[config.mk]
export PLATFORM = sky130hd
export DESIGN_NAME = player_input_conditioner_flat
export DESIGN_NICKNAME = d
export VERILOG_FILES = /design/src/rtl/player_input_conditioner_if.sv /design/src/rtl/player_input_conditioner.sv /design/src/flat_wrapper.sv
export SDC_FILE = /design/constraint.sdc
export NUM_CORES = 1
export LEC_CHECK = 0
export CORE_UTILIZATION = 50
export DETAILED_ROUTE_END_ITERATION = 8
export PLACE_DENSITY = 0.67
export SLEW_MARGIN = 20
export SYNTH_ARGS = -nofsm -noshare
export SYNTH_HDL_FRONTEND = slang
export SYNTH_SLANG_ARGS = --single-unit
[constraint.sdc]
create_clock -name sys_clk -period 2.7 [get_ports sys_clk]
set_clock_uncertainty 0.1 [all_clocks]
set_input_delay 0.54 -clock sys_clk [delete_from_list [all_inputs] [get_ports sys_clk]]
set_output_delay 0.54 -clock sys_clk [all_outputs]
set_load 0.02 [all_outputs]
[src/rtl/player_input_conditioner_if.sv]
// ---------------------------------------------------------------------------
// player_input_conditioner_if
//
// Groups the board-side and frame-side signals of one player's input
// conditioner.
//
//   raw_buttons    : active-low board keys, asynchronous to sys_clk
//   frame_tick     : one-cycle pulse per video frame, sys_clk domain
//   player_buttons : active-high conditioned vector, constant between ticks
//   buttons_valid  : one-cycle pulse, player_buttons has just updated
//   debounced      : active-high debounced levels before direction mapping
//
// Handshake: buttons_valid is a push-only qualifier with no ready. The
// consumer must take player_buttons in the cycle buttons_valid is high, or
// at any time before the next pulse, since the vector holds until then.
//
// Modports:
//   master : drives keys and ticks, observes the conditioned outputs
//   slave  : the conditioner itself
// ---------------------------------------------------------------------------
interface player_input_conditioner_if #(
    parameter int INPUT_DEPTH = 5
);
    logic [INPUT_DEPTH-1:0] raw_buttons;
    logic                   frame_tick;
    logic [INPUT_DEPTH-1:0] player_buttons;
    logic                   buttons_valid;
    logic [INPUT_DEPTH-1:0] debounced;

    modport master (
        output raw_buttons,
        output frame_tick,
        input  player_buttons,
        input  buttons_valid,
        input  debounced
    );

    modport slave (
        input  raw_buttons,
        input  frame_tick,
        output player_buttons,
        output buttons_valid,
        output debounced
    );
endinterface

[src/rtl/player_input_conditioner.sv]
// ---------------------------------------------------------------------------
// player_input_conditioner
//
// Turns one player's raw board keys into the per-frame player_buttons vector:
// two-flop synchronizer, per-bit debounce, left/right to forward/backward
// mapping, sticky latching of kick/block/grab taps, and capture on frame_tick.
//
// Ports:
//   sys_clk : the single clock
//   rst_n   : asynchronous active-low reset
//   bus     : player_input_conditioner_if.slave
//             (raw_buttons, frame_tick -> player_buttons, buttons_valid,
//              debounced)
//
// Parameters:
//   INPUT_DEPTH     : button vector width
//   DEBOUNCE_CYCLES : stable cycles required to accept a level change (>= 2)
//   CNT_WIDTH       : debounce counter width, 2^CNT_WIDTH > DEBOUNCE_CYCLES-1
//   FACES_LEFT      : 1 swaps forward/backward (player on the right side)
//   K/B/G/WB/WF_BUTTON : bit indices within the button vector
// ---------------------------------------------------------------------------
module player_input_conditioner #(
    parameter int INPUT_DEPTH     = 5,
    parameter int DEBOUNCE_CYCLES = 250000,
    parameter int CNT_WIDTH       = 18,
    parameter bit FACES_LEFT      = 1'b0,
    parameter int K_BUTTON        = 0,
    parameter int B_BUTTON        = 1,
    parameter int G_BUTTON        = 2,
    parameter int WB_BUTTON       = 3,
    parameter int WF_BUTTON       = 4
) (
    input  logic                           sys_clk,
    input  logic                           rst_n,
    player_input_conditioner_if.slave      bus
);

    localparam logic [CNT_WIDTH-1:0] CNT_MAX = CNT_WIDTH'(DEBOUNCE_CYCLES - 1);

    // Only the action buttons are latched; walk bits are level-sampled.
    localparam logic [INPUT_DEPTH-1:0] STICKY_MASK =
        INPUT_DEPTH'((1 << K_BUTTON) | (1 << B_BUTTON) | (1 << G_BUTTON));

    logic [INPUT_DEPTH-1:0] sync_q1;
    logic [INPUT_DEPTH-1:0] sync_q2;
    logic [INPUT_DEPTH-1:0] s;
    logic [INPUT_DEPTH-1:0] stab;
    logic [CNT_WIDTH-1:0]   cnt [INPUT_DEPTH];
    logic [INPUT_DEPTH-1:0] seen;
    logic [INPUT_DEPTH-1:0] walk;
    logic [INPUT_DEPTH-1:0] player_buttons_q;
    logic                   buttons_valid_q;
    logic                   fwd;
    logic                   bwd;

    // Synchronizer resets to all-ones: the released level of active-low keys.
    always_ff @(posedge sys_clk or negedge rst_n) begin
        if (!rst_n) begin
            sync_q1 <= '1;
            sync_q2 <= '1;
        end else begin
            sync_q1 <= bus.raw_buttons;
            sync_q2 <= sync_q1;
        end
    end

    assign s = ~sync_q2;

    // A level is accepted only after DEBOUNCE_CYCLES consecutive cycles
    // differing from the current stable value; any return resets the count.
    always_ff @(posedge sys_clk or negedge rst_n) begin
        if (!rst_n) begin
            stab <= '0;
            for (int i = 0; i < INPUT_DEPTH; i++) begin
                cnt[i] <= '0;
            end
        end else begin
            for (int i = 0; i < INPUT_DEPTH; i++) begin
                if (s[i] == stab[i]) begin
                    cnt[i] <= '0;
                end else if (cnt[i] == CNT_MAX) begin
                    stab[i] <= s[i];
                    cnt[i]  <= '0;
                end else begin
                    cnt[i] <= cnt[i] + CNT_WIDTH'(1);
                end
            end
        end
    end

    // Physical right/left to forward/backward; pressing both cancels the walk.
    always_comb begin
        walk = '0;
        fwd  = FACES_LEFT ? stab[WB_BUTTON] : stab[WF_BUTTON];
        bwd  = FACES_LEFT ? stab[WF_BUTTON] : stab[WB_BUTTON];
        if (!(fwd && bwd)) begin
            walk[WF_BUTTON] = fwd;
            walk[WB_BUTTON] = bwd;
        end
    end

    // The tick clears the latch even if a press is present this cycle; that
    // press is already in the captured vector through the stab term.
    always_ff @(posedge sys_clk or negedge rst_n) begin
        if (!rst_n) begin
            seen             <= '0;
            player_buttons_q <= '0;
            buttons_valid_q  <= 1'b0;
        end else if (bus.frame_tick) begin
            seen             <= '0;
            player_buttons_q <= ((seen | stab) & STICKY_MASK) | walk;
            buttons_valid_q  <= 1'b1;
        end else begin
            seen            <= seen | (stab & STICKY_MASK);
            buttons_valid_q <= 1'b0;
        end
    end

    assign bus.player_buttons = player_buttons_q;
    assign bus.buttons_valid  = buttons_valid_q;
    assign bus.debounced      = stab;

endmodule
[src/flat_wrapper.sv]
// flat-port wrapper written by rule: the top's interface ports become plain ports
module player_input_conditioner_flat 
#(
    parameter int INPUT_DEPTH     = 5,
    parameter int DEBOUNCE_CYCLES = 250000,
    parameter int CNT_WIDTH       = 18,
    parameter bit FACES_LEFT      = 1'b0,
    parameter int K_BUTTON        = 0,
    parameter int B_BUTTON        = 1,
    parameter int G_BUTTON        = 2,
    parameter int WB_BUTTON       = 3,
    parameter int WF_BUTTON       = 4
)
  (sys_clk, rst_n, bus_raw_buttons, bus_frame_tick, bus_player_buttons, bus_buttons_valid, bus_debounced);
  player_input_conditioner_if #(.INPUT_DEPTH(INPUT_DEPTH)) bus_i ();
  input  logic sys_clk;
  input  logic rst_n;
  input wire logic [$bits(bus_i.raw_buttons)-1:0] bus_raw_buttons;
  input wire logic [$bits(bus_i.frame_tick)-1:0] bus_frame_tick;
  output wire logic [$bits(bus_i.player_buttons)-1:0] bus_player_buttons;
  output wire logic [$bits(bus_i.buttons_valid)-1:0] bus_buttons_valid;
  output wire logic [$bits(bus_i.debounced)-1:0] bus_debounced;
  assign bus_i.raw_buttons = bus_raw_buttons;
  assign bus_i.frame_tick = bus_frame_tick;
  assign bus_player_buttons = bus_i.player_buttons;
  assign bus_buttons_valid = bus_i.buttons_valid;
  assign bus_debounced = bus_i.debounced;
  player_input_conditioner #(.INPUT_DEPTH(INPUT_DEPTH), .DEBOUNCE_CYCLES(DEBOUNCE_CYCLES), .CNT_WIDTH(CNT_WIDTH), .FACES_LEFT(FACES_LEFT), .K_BUTTON(K_BUTTON), .B_BUTTON(B_BUTTON), .G_BUTTON(G_BUTTON), .WB_BUTTON(WB_BUTTON), .WF_BUTTON(WF_BUTTON)) u_core (.sys_clk(sys_clk), .rst_n(rst_n), .bus(bus_i));
endmodule
; ---- Yosys cells after proc, flatten, opt, wreduce, memory -nomap -nowiden
; Index checks and enable logic that the tools add are counted.
[word_totals]
ff_bits = 116
wordCells = 58
inputBits = 8
output_inout_bits = 11
[op_classes]
bitwise_logic = 9
eq_ne = 10
muxes = 13
reduce_logical = 6
add_sub_neg = 5
[ops]
columns = cell, n
row1 = 18-bit two-way mux, 10
row2 = "18-bit by 1-bit adder with 18-bit output, second input constant", 5
row3 = "18-bit equality test, second input constant", 5
row4 = 2-bit AND reduction, 5
row5 = 1-bit equality test, 5
row6 = 5-bit two-way mux, 1
row7 = 1-bit inverter, 5
row8 = 5-bit inverter, 1
row9 = 3-bit by 5-bit bitwise OR with 5-bit output, 1
row10 = 5-bit by 3-bit bitwise OR with 5-bit output, 1
row11 = 3-bit bitwise OR, 1
row12 = 2-bit two-way mux, 1
row13 = 1-bit logical AND, 1
row14 = 1-bit two-way mux, 1

; ---- Longest topological paths before layout
; Gate-level depths: netlist of the first run.
[logic_depth]
depth_word = 4
mapped_depth = 6
mapped_depth_nobuf = 5

; ---- Worst setup path before layout of the first run
; OpenSTA, ideal clock, no wires.
[synth_timing]
path_kind = flip-flop to flip-flop
start = register u_core.cnt[85] (netlist bit)
end = register u_core.cnt[81] (netlist bit)
t_arrival_ps = 1872
setup_ps = 119
stages_incl_launch_ff = 6
required_ps = 2481
setup_slack_ps = 609
path_buffers = 1
synth_period_minus_slack_ps = 2091
path_cell_list = dfrtp_1 -> or4b_1 -> or4_4 -> o21ai_4 -> buf_6 -> nor2_1
[synth_between]
elab_chain_cells = 3
[synth_rtl]
columns = item, line
row1 = start: declaration, player_input_conditioner.sv:48  ; logic [CNT_WIDTH-1:0] cnt [INPUT_DEPTH];
row2 = start signal: indexed assignment, player_input_conditioner.sv:85  ; cnt[i] <= cnt[i] + CNT_WIDTH'(1);
row3 = 18-bit equality test, player_input_conditioner.sv:81  ; end else if (cnt[i] == CNT_MAX) begin
row4 = 18-bit two-way mux, player_input_conditioner.sv:81
row5 = 18-bit two-way mux, player_input_conditioner.sv:79  ; if (s[i] == stab[i]) begin
; Every way passes these cells.
; A chain may end at the register's enable or synchronous reset.

; ---- Worst setup path in the final report of the first run
[layout_timing]
start = register u_core.stab[4] (netlist: u_core.bus.debounced[4])
end = output port bus_debounced[4]
[layout_lines]
columns = item, line
row1 = start: declaration, player_input_conditioner.sv:47  ; logic [INPUT_DEPTH-1:0] stab;
row2 = start signal: indexed assignment, player_input_conditioner.sv:82  ; stab[i] <= s[i];
row3 = end: declaration, flat_wrapper.sv:22  ; output wire logic [$bits(bus_i.debounced)-1:0] bus_debounced;
; No word-level cell between the ends.

==> flow_metrics.py, run 1 <==
metrics = {
    "outcome": {
        "status": "finished clean",
    },
    "power": {
        "ir_drop_mv": 0.492,
        "p_seq_share_pct": 43.3,
        "power_density_mw_per_mm2": 655,
        "p_leak_uw": 0.00245,
        "internal_power_uw": 3240,
        "swShare_pct": 20.8,
        "finalPower_uw": 4090,
        "combinationalPowerShare_pct": 3.3,
        "power.share.clock_pct": 53.3,
        "switching_power_uw": 852,
    },
    "yosys": {
        "yosys_warnings": 0,
        "synth-seq-cells": 114,
        "yosysTopAreaCellShare_pct": 49.5,
        "synth-simple-area-share_pct": 25.3,
        "yosysTopAreaCell": "dfrtp_1",
        "synth_compound_area_share_pct": 3.93,
        "synth_mux_area_share_pct": 0.381,
        "synthTopCellsByArea": "dfrtp_1, xnor2_1, nor2_1",
        "synth_cell_types": 37,
        "ys.flop_type": "dfrtp_1",
        "synth-edff-count": 0,
        "avgSynthCellArea_um2": 10.1,
        "async_reset_ff_share_pct": 100,
        "synth_nets": 532,
        "synthAdderAreaFrac_pct": 1.19,
        "syn_inst": 519,
        "yosysSeqAreaShare_pct": 54.5,
        "synthXorXnorAreaFrac_pct": 12.7,
        "syn_area_mm2": 0.00525,
        "synth_top_family_by_area": "simple AND/OR/NAND/NOR gates",
    },
    "worst_hold_path": {
        "min_delay_path_depth": 0,
        "hold_class": "flip-flop to flip-flop",
        "worstHoldStart": "u_core.sync_q1[3]$_DFF_PN1_",
        "hold_path_end": "u_core.sync_q2[3]$_DFF_PN1_",
    },
    "timing": {
        "period_minus_slack_ns": 2.29,
        "slew_headroom_pct": 60.9,
        "drv_slew": 0,
        "fin_setup_tns_ns": 0,
        "rsz0062_at_grt": "no",
        "period_share_pct": 84.9,
        "setup_violations": 0,
        "fmax_mhz": 436,
        "hold_viol": 0,
        "worstMarginPinSlew_ns": 0.585,
    },
    "die": {
        "die_w_um": 104,
        "rows": 37,
        "core_area_mm2": 0.0102,
        "die_area_mm2": 0.0109,
        "chipHeight_um": 104,
        "io_pins": 19,
        "start_util_pct": 51.3,
    },
    "final_layout": {
        "seq_area_mm2": 0.00287,
        "multiInputGateArea_mm2": 0.00228,
        "final_core_util_pct": 61.0,
        "fin_nets": 572,
        "stdcell_area_mm2": 0.00624,
        "syn_to_final_growth_pct": 18.8,
        "drive_gt1_share_pct": 9.62,
        "fillCellCount": 846,
        "num_antenna_cells": 0,
    },
    "global_routing": {
        "grt_max_degree": 42,
        "grt_overflow_total": 0,
        "grt_pass1_wl_mm": 17.3,
        "first_global_vias": 3823,
        "groute.usage.overall_pct": 20.0,
        "antenna_found_initial": 0,
    },
    "detailed_routing": {
        "vias_per_cell": 5.35,
        "drtAntennaViolNets": 0,
        "dr.pass1.iters": 4,
        "post-route-drc-count": 0,
        "dr.first_iter.drc_count": 165,
        "wl_per_cell_um": 13.6,
        "wl_mm": 9.61,
        "vias": 3786,
    },
    "worst_setup_path": {
        "r2r_setup_slack_ns": 0.43,
        "critPathRequiredTime_ns": 2.06,
        "cp_slowest_cell": "clkdlybuf4s50_1",
        "crit_chain": "clkdlybuf4s50_1",
        "cp_num_buf_inv": 1,
        "reg2reg_depth": 4,
        "r2r_end": "u_core.cnt[79]$_DFF_PN0_",
        "critPathKind": "flip-flop to primary output",
        "cpPeakStageDelay_ns": 0.66,
        "setup.worst_path.end_class": "primary output",
        "worst_ep_arrival_time_ns": 1.65,
        "critical_path_peak_fanout": 5,
        "reg2reg_from": "u_core.cnt[85]$_DFF_PN0_",
        "startpoint_type": "flip-flop",
        "critPathTopFamily": "buffers and inverters",
    },
    "clocking": {
        "cts_tree": "yes",
        "worstSkewPairLatency_ns": 0.51,
        "cts_made_buffers": 17,
        "ctsResizeCount": 0,
        "cts_buffer_depth": 2,
        "clkTransAtPathRegs_ns": 0.06,
        "cts-root-buf": "clkbuf_8",
        "cts_sinks": 114,
        "holdBufCountCts": 1,
        "h-tree-depth": 4,
        "post_cts_buffers": 0,
    },
    "placement": {
        "io_buffers": 18,
        "gp_congestion": 0.892,
        "place_area_mm2": 0.00565,
        "place_hpwl_mm": 6.54,
    },
    "run": {
        "maxCapViolCount": 0,
    },
}
-- cells in the final DEF, fill, tap and decap left out, types with 3 or more instances in the layout --
master and count:
o21ai_1 4, inv_1 18, clkbuf_16 16, nor2_1 102
nor3_1 14, ha_1 5, dfstp_2 10, bufinv_16 3
or4_1 6, o21ai_0 7, or4b_1 3, or3_1 9
buf_4 9, a21oi_1 12, nand4_1 27, clkbuf_8 3
and4_1 7, nor4_1 23, o31ai_1 8, xnor2_1 59
clkinv_2 6, nand2_1 27, nand3_1 30, xor2_1 17
dfrtp_1 104, clkdlybuf4s50_1 17
-- flip-flops by register name (all words and copies together), names as in the netlist --
signal and count:
u_core.cnt 90, u_core.sync_q2 5, u_core.bus.debounced 5, u_core.bus.buttons_valid 1, u_core.bus.player_buttons 5, u_core.seen 3
u_core.sync_q1 5
-- final cells by class --
type	instances	share of cell area, %
sequential	114	45.9
multi-input combinational	380	36.6
clock buffer	21	7.20
timing repair buffer	28	4.29
tap	136	2.73
clock inverter	11	2.17
inverter	18	1.08
-- per-layer routing --
layer | vias to the layer above | wire length [um] | track usage (%)
li1 | 1901 | - | -
met1 | 1818 | 4480 | 25.1
met2 | 51 | 4660 | 32.5
met3 | 16 | 299 | 4.64
met4 | 0 | 174 | 9.80
met5 | - | 0 | 0
-- Yosys cell counts (2+ instances only) --
master    number
dfrtp_1      104
nor2_1       102
xnor2_1       59
nand3_1       30
nand2_1       27
nand4_1       27
nor4_1        23
inv_1         18
xor2_1        17
nor3_1        14
a21oi_1       12
dfstp_2       10
or3_1          9
o31ai_1        8
and4_1         7
o21ai_0        7
or4_1          6
clkbuf_1       5
ha_1           5
o21ai_1        4
or4b_1         3
and3_1         2
mux2i_1        2
nand3b_1       2
nor2b_1        2
nor4b_1        2
nor4bb_1       2
-- per-stage QoR --
step	instances	hold slack [ns]	worst slack, ns
2_1_floorplan	519	0.144	0.609
3_3_place_gp	675	0.246	0.472
3_5_place_dp	675	0.247	0.416
4_1_cts	708	0.256	0.387
5_1_grt	708	0.257	0.333
6_report	708	0.254	0.409
-- power groups by stage --
stage / Combinational (uW) / Clock (uW) / Sequential, uW
final: 137 / 2180 / 1770
after global placement: 137 / 0 / 1800
after detailed placement: 141 / 0 / 1800
after global routing: 158 / 2320 / 1780
after floorplan: 59.1 / 0 / 1800
after CTS: 142 / 2240 / 1770
-- worst max-delay path by stage --
stage | start | end | slack, ns | depth (start not counted)
floorplan | u_core.cnt[85]$_DFF_PN0_ | u_core.cnt[81]$_DFF_PN0_ | 0.61 | 5
global placement | u_core.cnt[85]$_DFF_PN0_ | u_core.cnt[81]$_DFF_PN0_ | 0.47 | 4
detailed placement | u_core.cnt[85]$_DFF_PN0_ | u_core.cnt[78]$_DFF_PN0_ | 0.42 | 4
CTS | u_core.bus.debounced[4]$_DFFE_PN0P_ | bus_debounced[4] | 0.39 | 1
global route | u_core.cnt[85]$_DFF_PN0_ | u_core.cnt[79]$_DFF_PN0_ | 0.33 | 4
finish | u_core.bus.debounced[4]$_DFFE_PN0P_ | bus_debounced[4] | 0.41 | 1
-- kinds of logic (layout without fill, tap and decap cells) --
kind of cell,Yosys count,after routing
muxes,2,2
buffers and inverters,25,78
DFF,114,114
and+or+nand+nor,263,263
xor gates and xnor gates,76,76
adders and majority gates,5,5
AOI/OAI and AO/OA,34,34
(Power assumes the default switching activity.)
==> run 2: changes to the inputs <==
- clock period: 2.7 -> 2.2 ns (I/O delays scaled with it)
==> run 2 against run 1 <==
Sequential cell count did not move. Power up 24%. Count of clock-buffer cells in the layout down 3. Critical path type unchanged. Largest power group unchanged.
==> flow_metrics.py, run 2 (synthesis results as in run 1) <==
metrics = {
    "outcome": {
        "status": "finished clean",
    },
    "detailed_routing": {
        "dr.first_iter.drc_count": 216,
        "vias_per_cell": 5.34,
        "vias": 3829,
        "wl_mm": 9.73,
        "post-route-drc-count": 0,
        "wl_per_cell_um": 13.6,
        "drtAntennaViolNets": 0,
        "dr.pass1.iters": 4,
    },
    "power": {
        "finalPower_uw": 5050,
        "p_leak_uw": 0.00252,
        "power.share.clock_pct": 53.5,
        "combinationalPowerShare_pct": 3.5,
        "internal_power_uw": 3960,
        "ir_drop_mv": 0.591,
        "switching_power_uw": 1100,
        "swShare_pct": 21.7,
        "power_density_mw_per_mm2": 797,
        "p_seq_share_pct": 43.0,
    },
    "clocking": {
        "cts_buffer_depth": 2,
        "cts_tree": "yes",
        "cts_sinks": 114,
        "cts-root-buf": "clkbuf_8",
        "h-tree-depth": 4,
        "clkTransAtPathRegs_ns": 0.06,
        "worstSkewPairLatency_ns": 0.51,
        "cts_made_buffers": 17,
    },
    "final_layout": {
        "largest_reg_flops": 90,
        "fin_nets": 581,
        "drive_gt1_share_pct": 11.4,
        "final_common_cell": "dfrtp_1",
        "largest_register": "u_core.cnt",
        "final_cell_mix": "dfrtp_1, nor2_1, xnor2_1",
        "fillCellCount": 861,
        "num_antenna_cells": 0,
        "syn_to_final_growth_pct": 20.7,
    },
    "die": {
        "start_util_pct": 51.3,
        "rows": 37,
        "chipHeight_um": 104,
        "io_pins": 19,
        "die_area_mm2": 0.0109,
        "core_area_mm2": 0.0102,
        "die_w_um": 104,
    },
    "worst_setup_path": {
        "critPathTopFamily": "buffers and inverters",
        "critPathRequiredTime_ns": 1.66,
        "critical_path_peak_fanout": 4,
        "cp_slowest_cell": "clkdlybuf4s50_1",
        "r2r_setup_slack_ns": 0.17,
        "critPathKind": "flip-flop to primary output",
        "cpPeakStageDelay_ns": 0.63,
        "setup.worst_path.end_class": "primary output",
        "cp_num_buf_inv": 1,
        "crit_chain": "clkdlybuf4s50_1",
        "worst_ep_arrival_time_ns": 1.57,
        "startpoint_type": "flip-flop",
    },
    "global_routing": {
        "grt_overflow_total": 0,
        "antenna_found_initial": 0,
        "grt_pass1_wl_mm": 17.0,
        "groute.usage.overall_pct": 19.6,
        "grt_max_degree": 64,
        "first_global_vias": 3698,
    },
    "timing": {
        "worstMarginPinSlew_ns": 0.361,
        "setup_violations": 0,
        "period_share_pct": 96.0,
        "slew_headroom_pct": 75.7,
        "hold_viol": 0,
        "fin_setup_tns_ns": 0,
        "drv_slew": 0,
        "period_minus_slack_ns": 2.11,
        "rsz0062_at_grt": "no",
        "fmax_mhz": 474,
    },
    "placement": {
        "io_buffers": 18,
        "gp_congestion": 0.893,
        "place_hpwl_mm": 6.45,
    },
    "run": {
        "maxCapViolCount": 0,
    },
    "worst_hold_path": {
        "hold_class": "input pin to flip-flop",
    },
}
-- run 2: cell types whose count changed in the layout (fill, tap and decap cells not counted) --
cell | before | now
clkinvlp_4 | 2 | 4
clkinv_4 | 0 | 1
buf_4 | 9 | 16
inv_6 | 0 | 1
dlymetal6s2s_1 | 0 | 1
clkinv_2 | 6 | 5
clkbuf_8 | 3 | 2
clkdlybuf4s50_1 | 17 | 16
clkbuf_1 | 2 | 0
buf_12 | 1 | 3
-- run 2: power groups by stage --
stage / clock network [uW] / registers, uW / logic, uW
after floorplan: 0 / 2210 / 72.5
after global placement: 0 / 2210 / 176
after detailed placement: 0 / 2210 / 180
after CTS: 2750 / 2170 / 183
after global routing: 2860 / 2180 / 203
final: 2700 / 2170 / 177
-- run 2: worst paths after layout --
path / from / endpoint / cells past startpoint
setup / recovery: u_core.bus.debounced[1]$_DFFE_PN0P_ / bus_debounced[1] / 1
hold / removal: bus_raw_buttons[1] / u_core.sync_q1[1]$_DFF_PN1_ / 1
setup reg to reg: u_core.cnt[85]$_DFF_PN0_ / u_core.cnt[87]$_DFF_PN0_ / 5
hold reg to reg: u_core.sync_q1[2]$_DFF_PN1_ / u_core.sync_q2[2]$_DFF_PN1_ / 0
max in group asynchronous: rst_n / u_core.sync_q2[0]$_DFF_PN1_ / 3
min in group asynchronous: rst_n / u_core.cnt[52]$_DFF_PN0_ / 3
-- run 2: repair_timing --
action,CTS,global route
setup endpoints to repair,0,1
resized for setup,0,1
hold buffers,1,0
endpoints found under the hold margin,104,0
buffers inserted,0,0
-- run 2: area by class of cell --
class                           instances  area, um2  area share (%)
Clock inverter                         14        163            2.57
Clock buffer                           18        428            6.75
Timing Repair Buffer                   37        363            5.72
Inverter                               18       67.6            1.07
Sequential cell                       114       2870            45.2
Tap cell                              136        170            2.68
Multi-Input combinational cell        380       2280            36.0
-- run 2: per-layer routing --
metal / track usage, % / wire length (um) / vias to the layer above
li1: - / - / 1917
met1: 25.8 / 4600 / 1824
met2: 31.0 / 4640 / 66
met3: 5.08 / 320 / 22
met4: 7.96 / 170 / 0
met5: 0 / 0 / -
-- run 2: through the flow --
stage          worst slack [ns]  instance area, um2  hold slack, ns  std cells  utilization, %
3_5_place_dp              0.152                5740           0.249        684            56.1
6_report                 0.0890                6340           0.229        717            62.0
2_1_floorplan             0.109                5250          0.0444        519               -
5_1_grt                  0.0346                6340           0.218        717            62.0
3_3_place_gp              0.194                5740           0.245        684            56.1
4_1_cts                 0.00413                6340           0.217        717            62.0
==> run 3: changes to the inputs <==
- GPL_TIMING_DRIVEN: not set -> 0
==> run 3 against run 2 <==
Fmax shrank 3.3%. Clock power grew 12%. Utilization grew 1.0 points. Sequential share of layout area shrank 0.69 points. Largest power group unchanged. Power grew 6.3%. Routed wire length grew 3.0%. Critical path depth grew 4. Cell area grew 1.6%. Combinational power is essentially flat.
==> flow_metrics.py, run 3 (synthesis results as in run 1) <==
metrics = {
    "global_routing": {
        "first_global_vias": 3870,
        "groute.usage.overall_pct": 20.2,
        "grt_max_degree": 64,
        "grt_overflow_total": 0,
        "grt_pass1_wl_mm": 17.5,
        "antenna_found_initial": 0,
    },
    "placement": {
        "io_buffers": 18,
        "place_hpwl_mm": 6.51,
        "gp_congestion": 0.842,
    },
    "timing": {
        "rsz0062_at_grt": "yes",
        "period_share_pct": 99.2,
        "hold_ws_ns": 0.236,
        "setup_violations": 0,
        "worstMarginPinSlew_ns": 0.543,
        "period_minus_slack_ns": 2.18,
        "drv_slew": 0,
        "fmax_mhz": 458,
        "hold_viol": 0,
        "slew_headroom_pct": 63.8,
        "fin_setup_tns_ns": 0,
    },
    "run": {
        "maxCapViolCount": 0,
    },
    "die": {
        "rows": 37,
        "core_area_mm2": 0.0102,
        "chipHeight_um": 104,
        "die_area_mm2": 0.0109,
        "io_pins": 19,
        "start_util_pct": 51.3,
        "die_w_um": 104,
    },
    "final_layout": {
        "fillCellCount": 849,
        "seq_area_mm2": 0.00287,
        "fin_nets": 582,
        "multiInputGateArea_mm2": 0.00232,
        "num_antenna_cells": 0,
        "largest_reg_flops": 90,
        "drive_gt1_share_pct": 12.0,
        "largest_register": "u_core.cnt",
        "syn_to_final_growth_pct": 22.7,
        "final_cell_mix": "nor2_1, dfrtp_1, xnor2_1",
    },
    "detailed_routing": {
        "drtAntennaViolNets": 0,
        "vias_per_cell": 5.45,
        "wl_mm": 10.0,
        "wl_per_cell_um": 14.0,
        "dr.first_iter.drc_count": 133,
        "dr.pass1.iters": 5,
        "vias": 3912,
        "post-route-drc-count": 0,
    },
    "worst_setup_path": {
        "startpoint_type": "flip-flop",
        "critical_path_peak_fanout": 6,
        "critPathRequiredTime_ns": 2.50,
        "r2r_setup_slack_ns": 0.02,
        "worst_ep_arrival_time_ns": 2.48,
        "reg2reg_depth": 5,
        "setup.worst_path.end_class": "flip-flop",
        "r2r_end": "u_core.cnt[78]$_DFF_PN0_",
        "critPathKind": "flip-flop to flip-flop",
        "reg2reg_from": "u_core.cnt[83]$_DFF_PN0_",
    },
    "clocking": {
        "cts_buffer_depth": 2,
        "cts_tree": "yes",
        "cts_sinks": 114,
        "cts-root-buf": "clkbuf_8",
        "worstSkewPairLatency_ns": 0.51,
        "h-tree-depth": 4,
        "cts_made_buffers": 17,
        "clkTransAtPathRegs_ns": 0.06,
    },
    "worst_hold_path": {
        "hold_path_end": "u_core.sync_q1[1]$_DFF_PN1_",
        "worstHoldStart": "bus_raw_buttons[1]",
        "hold_class": "input pin to flip-flop",
        "min_delay_path_depth": 1,
    },
    "outcome": {
        "status": "finished clean",
    },
    "power": {
        "p_leak_uw": 0.00256,
        "power_density_mw_per_mm2": 833,
        "ir_drop_mv": 0.802,
    },
}
## run 3: how the worst max path moves through the flow
stage	from	endpoint	slack (ns)	cells past startpoint
3_3_place_gp	rst_n	u_core.cnt[83]$_DFF_PN0_	-3.77	1
5_1_grt	u_core.cnt[83]$_DFF_PN0_	u_core.cnt[88]$_DFF_PN0_	-0.04	5
3_5_place_dp	u_core.cnt[36]$_DFF_PN0_	u_core.cnt[47]$_DFF_PN0_	-0.28	6
4_1_cts	u_core.bus.debounced[4]$_DFFE_PN0P_	bus_debounced[4]	0.005	1
2_1_floorplan	u_core.cnt[85]$_DFF_PN0_	u_core.cnt[81]$_DFF_PN0_	0.11	5
6_report	u_core.cnt[83]$_DFF_PN0_	u_core.cnt[78]$_DFF_PN0_	0.02	5
## run 3: final cells by class
type,count,share of cell area [%]
clock buffers,24,7.61
inverters,18,1.05
plain buffers,7,0.679
repair buffers,31,4.89
clock inverters,8,2.66
flip-flops and latches,114,44.5
well taps,136,2.64
multi-input cells,380,36.0
## run 3: worst max-delay path, stage by stage, from the launching register on
cell	delay, ns
dfrtp_1	0.42
or4_4	0.52
or4_4	0.56
o21ai_4	0.26
buf_4	0.17
nor2_1	0.04
## run 3: layer usage
metal	vias up	global-route usage [%]	share of wire (%)
met5	-	0	0
met4	0	8.27	1.5
met3	19	5.33	3.1
met2	78	33.4	50
met1	1902	24.9	46
li1	1913	-	-
## run 3: metrics by stage
stage	instance area (um2)	setup slack (ns)	power (uW)	utilization, %	instances
floorplan	5250	0.109	2280	-	519
global placement	5600	-3.77	2370	54.8	673
detailed placement	5630	-0.283	2380	55.0	674
CTS	6340	0.00467	5440	62.0	710
global route	6440	-0.0442	5560	63.0	718
finish	6440	0.0171	5370	63.0	718
## run 3: power breakdown
group,total (uW),leakage [uW],switching (uW),internal [uW]
sequential,2180,0.00154,32.0,2140
combinational,178,0.000700,111,67.1
clock,3020,0.000322,913,2100
total,5370,0.00256,1060,4320
## run 3: repair_timing
item,CTS,global route
hold buffers,1,0
pin swaps,1,5
resized for setup,5,17
cloned,0,1
buffers inserted,3,7
endpoints found under the setup margin,50,60
endpoints found under the hold margin,49,0
